**config.mk**
```make
export PLATFORM = sky130hd
export DESIGN_NAME = expr_result_unpacker_flat
export DESIGN_NICKNAME = d
export VERILOG_FILES = /design/src/rtl/expr_result_unpacker_pkg.sv /design/src/rtl/expr_result_unpacker_if.sv /design/src/rtl/expr_field_extract.sv /design/src/rtl/expr_result_unpacker.sv /design/src/flat_wrapper.sv
export SDC_FILE = /design/constraint.sdc
export NUM_CORES = 1
export LEC_CHECK = 0
export BUFFER_PORTS_ARGS = -buffer_cell sky130_fd_sc_hd__buf_2
export CAP_MARGIN = 20
export CORE_MARGIN = 8
export CORE_UTILIZATION = 50
export DETAILED_ROUTE_END_ITERATION = 10
export PLACE_DENSITY_LB_ADDON = 0.25
export REMOVE_ABC_BUFFERS = 1
export SLEW_MARGIN = 20
export SYNTH_ARGS = -nofsm -noshare
export SYNTH_HDL_FRONTEND = slang
export SYNTH_SLANG_ARGS = --single-unit
```
**constraint.sdc**
```tcl
create_clock -name clk -period 13.06 [get_ports clk]
set_input_delay 3.265 -clock clk [delete_from_list [all_inputs] [get_ports clk]]
set_output_delay 3.265 -clock clk [all_outputs]
set_load 0.01 [all_outputs]
```
**src/rtl/expr_result_unpacker_pkg.sv**
```systemverilog
// Shared constants, field layout tables and the field extraction helper
// for the packed 90-bit expression-result bus {y0..y17}.
package expr_res_pkg;

    localparam int Y_W     = 90;
    localparam int OUT_W   = 6;
    localparam int SUM_W   = 10;
    localparam int NFIELDS = 18;
    localparam int IDX_W   = 5;

    localparam logic [IDX_W-1:0] LAST_IDX = 5'd17;

    // Field widths cycle 4,5,6 within each group of three fields.
    localparam logic [2:0] FIELD_W [NFIELDS] = '{
        3'd4, 3'd5, 3'd6, 3'd4, 3'd5, 3'd6,
        3'd4, 3'd5, 3'd6, 3'd4, 3'd5, 3'd6,
        3'd4, 3'd5, 3'd6, 3'd4, 3'd5, 3'd6
    };

    // MSB bit position of each field inside the packed vector.
    localparam logic [6:0] FIELD_MSB [NFIELDS] = '{
        7'd89, 7'd85, 7'd80, 7'd74, 7'd70, 7'd65,
        7'd59, 7'd55, 7'd50, 7'd44, 7'd40, 7'd35,
        7'd29, 7'd25, 7'd20, 7'd14, 7'd10, 7'd5
    };

    // Groups y3-5, y9-11 and y15-17 carry signed results.
    localparam logic FIELD_SIGNED [NFIELDS] = '{
        1'b0, 1'b0, 1'b0, 1'b1, 1'b1, 1'b1,
        1'b0, 1'b0, 1'b0, 1'b1, 1'b1, 1'b1,
        1'b0, 1'b0, 1'b0, 1'b1, 1'b1, 1'b1
    };

    typedef enum logic [0:0] {
        IDLE   = 1'b0,
        STREAM = 1'b1
    } state_t;

    // Pull field idx out of vec and extend it to OUT_W bits by its signedness.
    // Out-of-range indices yield zero.
    function automatic logic [OUT_W-1:0] field_ext(
        input logic [Y_W-1:0]   vec,
        input logic [IDX_W-1:0] idx
    );
        logic [Y_W-1:0]   shifted;
        logic [OUT_W-1:0] raw;
        logic [OUT_W-1:0] upper;
        logic [OUT_W-1:0] res;
        logic             top;
        int               w;
        int               lsb;
        if (idx < 5'd18) begin
            w       = int'(FIELD_W[idx]);
            lsb     = int'(FIELD_MSB[idx]) - w + 1;
            shifted = vec >> lsb;
            upper   = {OUT_W{1'b1}} << w;
            raw     = shifted[OUT_W-1:0] & ~upper;
            top     = |(raw & (6'd1 << (w - 1)));
            res     = (FIELD_SIGNED[idx] && top) ? (raw | upper) : raw;
        end else begin
            w       = 0;
            lsb     = 0;
            shifted = '0;
            upper   = '0;
            raw     = '0;
            top     = 1'b0;
            res     = '0;
        end
        return res;
    endfunction

endpackage

```
**src/rtl/expr_result_unpacker_if.sv**
```systemverilog
// Handshake bundle between the packed-vector producer, the unpacker and
// the per-field consumer.
interface expr_result_unpacker_if;
    import expr_res_pkg::*;

    logic               in_valid;
    logic               in_ready;
    logic [Y_W-1:0]     in_y;
    logic               flush;
    logic               out_valid;
    logic               out_ready;
    logic [IDX_W-1:0]   out_idx;
    logic [OUT_W-1:0]   out_val;
    logic               out_last;
    logic [SUM_W-1:0]   out_sum;

    modport master (
        output in_valid, in_y, flush, out_ready,
        input  in_ready, out_valid, out_idx, out_val, out_last, out_sum
    );

    modport slave (
        input  in_valid, in_y, flush, out_ready,
        output in_ready, out_valid, out_idx, out_val, out_last, out_sum
    );
endinterface

```
**src/rtl/expr_field_extract.sv**
```systemverilog
// Combinational index-to-field mux with per-field extension; also reports
// whether the selected field is signed so callers can widen it further.
module expr_field_extract
    import expr_res_pkg::*;
(
    input  logic [Y_W-1:0]   vec,
    input  logic [IDX_W-1:0] idx,
    output logic [OUT_W-1:0] val,
    output logic             is_signed
);

    // Select the indexed field and extend it.
    always_comb begin
        val = field_ext(vec, idx);
        if (idx < 5'd18) begin
            is_signed = FIELD_SIGNED[idx];
        end else begin
            is_signed = 1'b0;
        end
    end

endmodule

```
**src/rtl/expr_result_unpacker.sv**
```systemverilog
// Accepts one packed result vector per handshake and streams its 18 fields
// one per beat with an inclusive signed running sum. The last beat may
// accept the next vector, so back-to-back vectors stream without a bubble.
module expr_result_unpacker
    import expr_res_pkg::*;
(
    input  logic                  clk,
    input  logic                  rst_n,
    expr_result_unpacker_if.slave bus
);

    state_t             state_r;
    state_t             state_s;
    logic [Y_W-1:0]     hold_r;
    logic [Y_W-1:0]     hold_s;
    logic [IDX_W-1:0]   idx_r;
    logic [IDX_W-1:0]   idx_s;
    logic [SUM_W-1:0]   acc_r;
    logic [SUM_W-1:0]   acc_s;
    logic               out_valid_r;
    logic [OUT_W-1:0]   val_s;
    logic               val_signed_s;
    logic [SUM_W-1:0]   val_wide_s;
    logic [SUM_W-1:0]   sum_s;
    logic               is_last_s;
    logic               beat_s;
    logic               ready_s;
    logic               accept_s;

    expr_field_extract u_extract (
        .vec       (hold_r),
        .idx       (idx_r),
        .val       (val_s),
        .is_signed (val_signed_s)
    );

    // Widen the current field by its own signedness and form the inclusive sum.
    always_comb begin
        if (val_signed_s) begin
            val_wide_s = {{(SUM_W-OUT_W){val_s[OUT_W-1]}}, val_s};
        end else begin
            val_wide_s = {{(SUM_W-OUT_W){1'b0}}, val_s};
        end
        sum_s = acc_r + val_wide_s;
    end

    // Beat, last-field and input-ready qualifiers; flush and reset block accepts.
    always_comb begin
        is_last_s = (idx_r == LAST_IDX);
        beat_s    = (state_r == STREAM) && bus.out_ready;
        if (!rst_n || bus.flush) begin
            ready_s = 1'b0;
        end else if (state_r == IDLE) begin
            ready_s = 1'b1;
        end else begin
            ready_s = beat_s && is_last_s;
        end
        accept_s = bus.in_valid && ready_s;
    end

    // Next-state logic: flush wins over any beat or accept in the same cycle.
    always_comb begin
        state_s = state_r;
        hold_s  = hold_r;
        idx_s   = idx_r;
        acc_s   = acc_r;
        if (bus.flush) begin
            state_s = IDLE;
            hold_s  = '0;
            idx_s   = '0;
            acc_s   = '0;
        end else begin
            case (state_r)
                IDLE: begin
                    if (accept_s) begin
                        state_s = STREAM;
                        hold_s  = bus.in_y;
                        idx_s   = '0;
                        acc_s   = '0;
                    end else begin
                        state_s = IDLE;
                    end
                end
                STREAM: begin
                    if (beat_s && is_last_s) begin
                        idx_s = '0;
                        acc_s = '0;
                        if (accept_s) begin
                            hold_s = bus.in_y;
                        end else begin
                            state_s = IDLE;
                        end
                    end else if (beat_s) begin
                        idx_s = idx_r + 5'd1;
                        acc_s = sum_s;
                    end else begin
                        state_s = STREAM;
                    end
                end
                default: begin
                    state_s = IDLE;
                    idx_s   = '0;
                    acc_s   = '0;
                end
            endcase
        end
    end

    // State, held vector, index and accumulator registers with synchronous reset.
    always_ff @(posedge clk) begin
        if (!rst_n) begin
            state_r     <= IDLE;
            hold_r      <= '0;
            idx_r       <= '0;
            acc_r       <= '0;
            out_valid_r <= 1'b0;
        end else begin
            state_r     <= state_s;
            hold_r      <= hold_s;
            idx_r       <= idx_s;
            acc_r       <= acc_s;
            out_valid_r <= (state_s == STREAM);
        end
    end

    assign bus.in_ready  = ready_s;
    assign bus.out_valid = out_valid_r;
    assign bus.out_idx   = idx_r;
    assign bus.out_val   = val_s;
    assign bus.out_last  = is_last_s;
    assign bus.out_sum   = sum_s;

endmodule

```
**src/flat_wrapper.sv**
```systemverilog
// flat-port wrapper written by rule: the top's interface ports become plain ports
module expr_result_unpacker_flat import expr_res_pkg::*;
  (clk, rst_n, bus_in_valid, bus_in_y, bus_flush, bus_out_ready, bus_in_ready, bus_out_valid, bus_out_idx, bus_out_val, bus_out_last, bus_out_sum);
  expr_result_unpacker_if bus_i ();
  input  logic clk;
  input  logic rst_n;
  input wire logic [$bits(bus_i.in_valid)-1:0] bus_in_valid;
  input wire logic [$bits(bus_i.in_y)-1:0] bus_in_y;
  input wire logic [$bits(bus_i.flush)-1:0] bus_flush;
  input wire logic [$bits(bus_i.out_ready)-1:0] bus_out_ready;
  output wire logic [$bits(bus_i.in_ready)-1:0] bus_in_ready;
  output wire logic [$bits(bus_i.out_valid)-1:0] bus_out_valid;
  output wire logic [$bits(bus_i.out_idx)-1:0] bus_out_idx;
  output wire logic [$bits(bus_i.out_val)-1:0] bus_out_val;
  output wire logic [$bits(bus_i.out_last)-1:0] bus_out_last;
  output wire logic [$bits(bus_i.out_sum)-1:0] bus_out_sum;
  assign bus_i.in_valid = bus_in_valid;
  assign bus_i.in_y = bus_in_y;
  assign bus_i.flush = bus_flush;
  assign bus_i.out_ready = bus_out_ready;
  assign bus_in_ready = bus_i.in_ready;
  assign bus_out_valid = bus_i.out_valid;
  assign bus_out_idx = bus_i.out_idx;
  assign bus_out_val = bus_i.out_val;
  assign bus_out_last = bus_i.out_last;
  assign bus_out_sum = bus_i.out_sum;
  expr_result_unpacker u_core (.clk(clk), .rst_n(rst_n), .bus(bus_i));
endmodule
```
==> impl_results.md <==
* Post-Layout Cell Count at 1348
* Core Box Area at 17060 sq um
* DRC viols at 0
* Max cap viols at 0
* Layout cells sized above 1 at 0.2217
* GRT Util Overall at 0.2026
* Synth Warn # at 0
* Number of DRC markers in iteration 0 at 499
* Slew HR at 0.2831
* Die width at 147.3 microns
* Vias in the first global route at 7412
* Syn Std Cell Area at 8622 sq um
* Largest net degree at the start of global routing at 94
* CTS Buffer Depth at 2
* Hold path start: u_core.hold_r[9]
* Worst Hold End: u_core.hold_r[9]
* Post-CTS resize count at 0
* Cell Rows at 48
* Top post-synthesis cells by area: dfxtp_1, mux4_2, nand2_1
* Final hold vios at 0
* Top cell by count, worst path: a21oi_1
* Post-Syn Instances at 1063
* Initial Utilization at 0.5055
* Antenna-violating nets left at 0
* Asr flop ratio synth at 0
* FMAX at 0.08509 GHz
* Internal reg-to-reg setup slack at 4.63 ns
* Leak Pwr at 0.004033 uW
* Most frequent cell after synthesis: nand2_1
* IO Port Bufs at 118
* GRT Residual Overflow at 0
* Reg2reg start: u_core.bus.out_idx[0]
* Clk root buf: clkbuf_16
* Max VDD drop at 0.06475 mV
* Worst Path Arrival at 8.49 ns
* Hold_buf cts at 0
* Total Nets Final at 1236
* Final Cell Area at 9508 sq um
* CTS buffer count at 9
* Crit start category: flop
* RR Endpoint: u_core.acc_r[9]
* Status: finished, final reports clean
* Placed Area at 9211 sq um
* Hold depth at 2
* Die extent in y at 147.3 microns
* Avg Inst Size Synth at 8.111 sq um
* Post-synthesis to final-layout area growth at 10.27%
* GP Congestion at 0.9194
* Slowest CP cell: ha_4
* Post-Route WL at 22.11 mm
* List of most frequent post-synthesis cells: nand2_1, dfxtp_1, nand3_1
* Period Utilization, post-route at 0.8999
* Main synth FF type: dfxtp_1
* Dpl cells at 1332
* Die area at 21700 sq um
* Wire per inst at 16.40 microns
* Skew final at 0.008267 ns
* RSZ-0062 raised after global routing: no
* Max FO, Critical Path at 90
* Sink Count at 106
* R2R cell count at 29
* # IOs at 119
* Slowest stage delay, CP at 0.73 ns
* Unique cell type count in the Yosys netlist at 81
* Synthesis-stage register bit count at 106
* Slew Limit Fails at 0
* Post-CTS setup buffers at 0
* PwrDens at 77.28 nW/um^2
* Crit. End Element: output port
* Sequential element share of the synthesized area at 0.2461
* Htree depth at 3
* Post-synth top area share at 0.2461
* Antenna fix cells at 0
* First-pass DRT Iterations at 5
* Number of vias per cell at 5.800
* Count of final setup violators at 0
* DP HPWL at 15.82 mm
* Required time worst endpoint at 9.80 ns
* Final Critical Period at 11.75 ns
* CTS tree: built
* Worst hold path type: reg2reg
* First-pass GRT wire length at 37.03 mm
* Initial antenna violation count at 0
* Total number of vias at 7819
* Post-synth EDFFs at 0
* Worst slew pin tran at 1.074 ns
* Worst-Skew Late Latency at 0.36 ns
* Reg clk slew, reported paths at 0.07 ns
* Crit path kind: reg2out
* Yosys top cell by area: dfxtp_1
[cells by family after synthesis]
logic type | synth area share
and+or+nand+nor | 0.2497
xor gates and xnor gates | 0.03497
adders and majority gates | 0.03512
buffers and inverters | 0.05413
muxes | 0.2413
AOI/OAI and AO/OA | 0.1386
DFF | 0.2461
[sequential cells by signal, indices dropped and copies added (netlist names)]
signal	flops
u_core.hold_r	90
u_core.acc_r	10
u_core.bus.out_valid	1
u_core.bus.out_idx	5
[power breakdown]
group	internal [uW]	switching, uW
clock	155	125
combinational	49.7	60.2
sequential	334	10.9
total	539	196
[how the worst max path moves through the flow]
| stage | slack, ns | depth (start not counted) | end | from |
|---|---|---|---|---|
| floorplan | -1.34 | 27 | bus_out_sum[9] | u_core.bus.out_idx[0] |
| global placement | 1.98 | 28 | bus_out_sum[9] | u_core.bus.out_idx[0] |
| detailed placement | 1.72 | 28 | bus_out_sum[9] | u_core.bus.out_idx[0] |
| CTS | 1.30 | 28 | bus_out_sum[9] | u_core.bus.out_idx[0] |
| global route | 0.55 | 28 | bus_out_sum[9] | u_core.bus.out_idx[0] |
| finish | 1.31 | 28 | bus_out_sum[9] | u_core.bus.out_idx[0] |
[per-layer routing]
layer	GRT usage	part of all wire
met5	0	0
met1	0.2782	0.48
met4	0.05813	0.014
met2	0.3202	0.47
met3	0.03476	0.042
[critical path, delay by kind of cell, from the launching register on]
| kind | cells | cell delay (ns) |
|---|---|---|
| AOI/OAI and AO/OA | 10 | 1.96 |
| adders and majority gates | 4 | 1.88 |
| muxes | 4 | 1.42 |
| buffers and inverters | 4 | 1.20 |
| and+or+nand+nor | 4 | 0.69 |
| DFF | 1 | 0.55 |
| xor gates and xnor gates | 2 | 0.37 |
[placed cells by master, fill, tap and decap left out, types with 5 or more instances in the layout]
cell type,n
nand2_1,254
nor2_1,67
a21o_1,6
xor2_1,8
mux2_2,24
inv_1,15
nor2b_1,11
a211oi_1,8
or3_1,5
a22oi_1,10
nand2b_1,5
o21a_1,5
mux2i_1,59
o21bai_1,5
nand3_1,105
xnor2_1,12
dfxtp_1,106
buf_4,11
o21ai_0,42
nand4_1,5
o211ai_1,14
mux4_2,53
o311ai_0,5
a21oi_1,37
ha_1,19
buf_2,118
clkbuf_16,9
nor3_1,11
[layout make-up]
cell class	count	area (sq um)
clock inverters	3	46.29
repair buffers	129	673.1
flip-flops and latches	106	2122
multi-input cells	856	6075
fillers	1661	7548
inverters	16	60.06
well taps	225	281.5
clock buffers	13	250.2
[per-stage QoR]
step	setup TNS (ns)	hold WS, ns	setup WS (ns)	utilization	total power, uW
finish	0	0.4715	1.308	0.5574	734.8
global route	0	0.4933	0.5467	0.5574	766.1
CTS	0	0.4742	1.300	0.5574	741.1
detailed placement	0	0.4622	1.722	0.5401	461.3
global placement	0	0.4576	1.982	0.5401	459.6
floorplan	-5.732	0.4333	-1.337	-	423.0
Power figures use the tool's default switching activity.
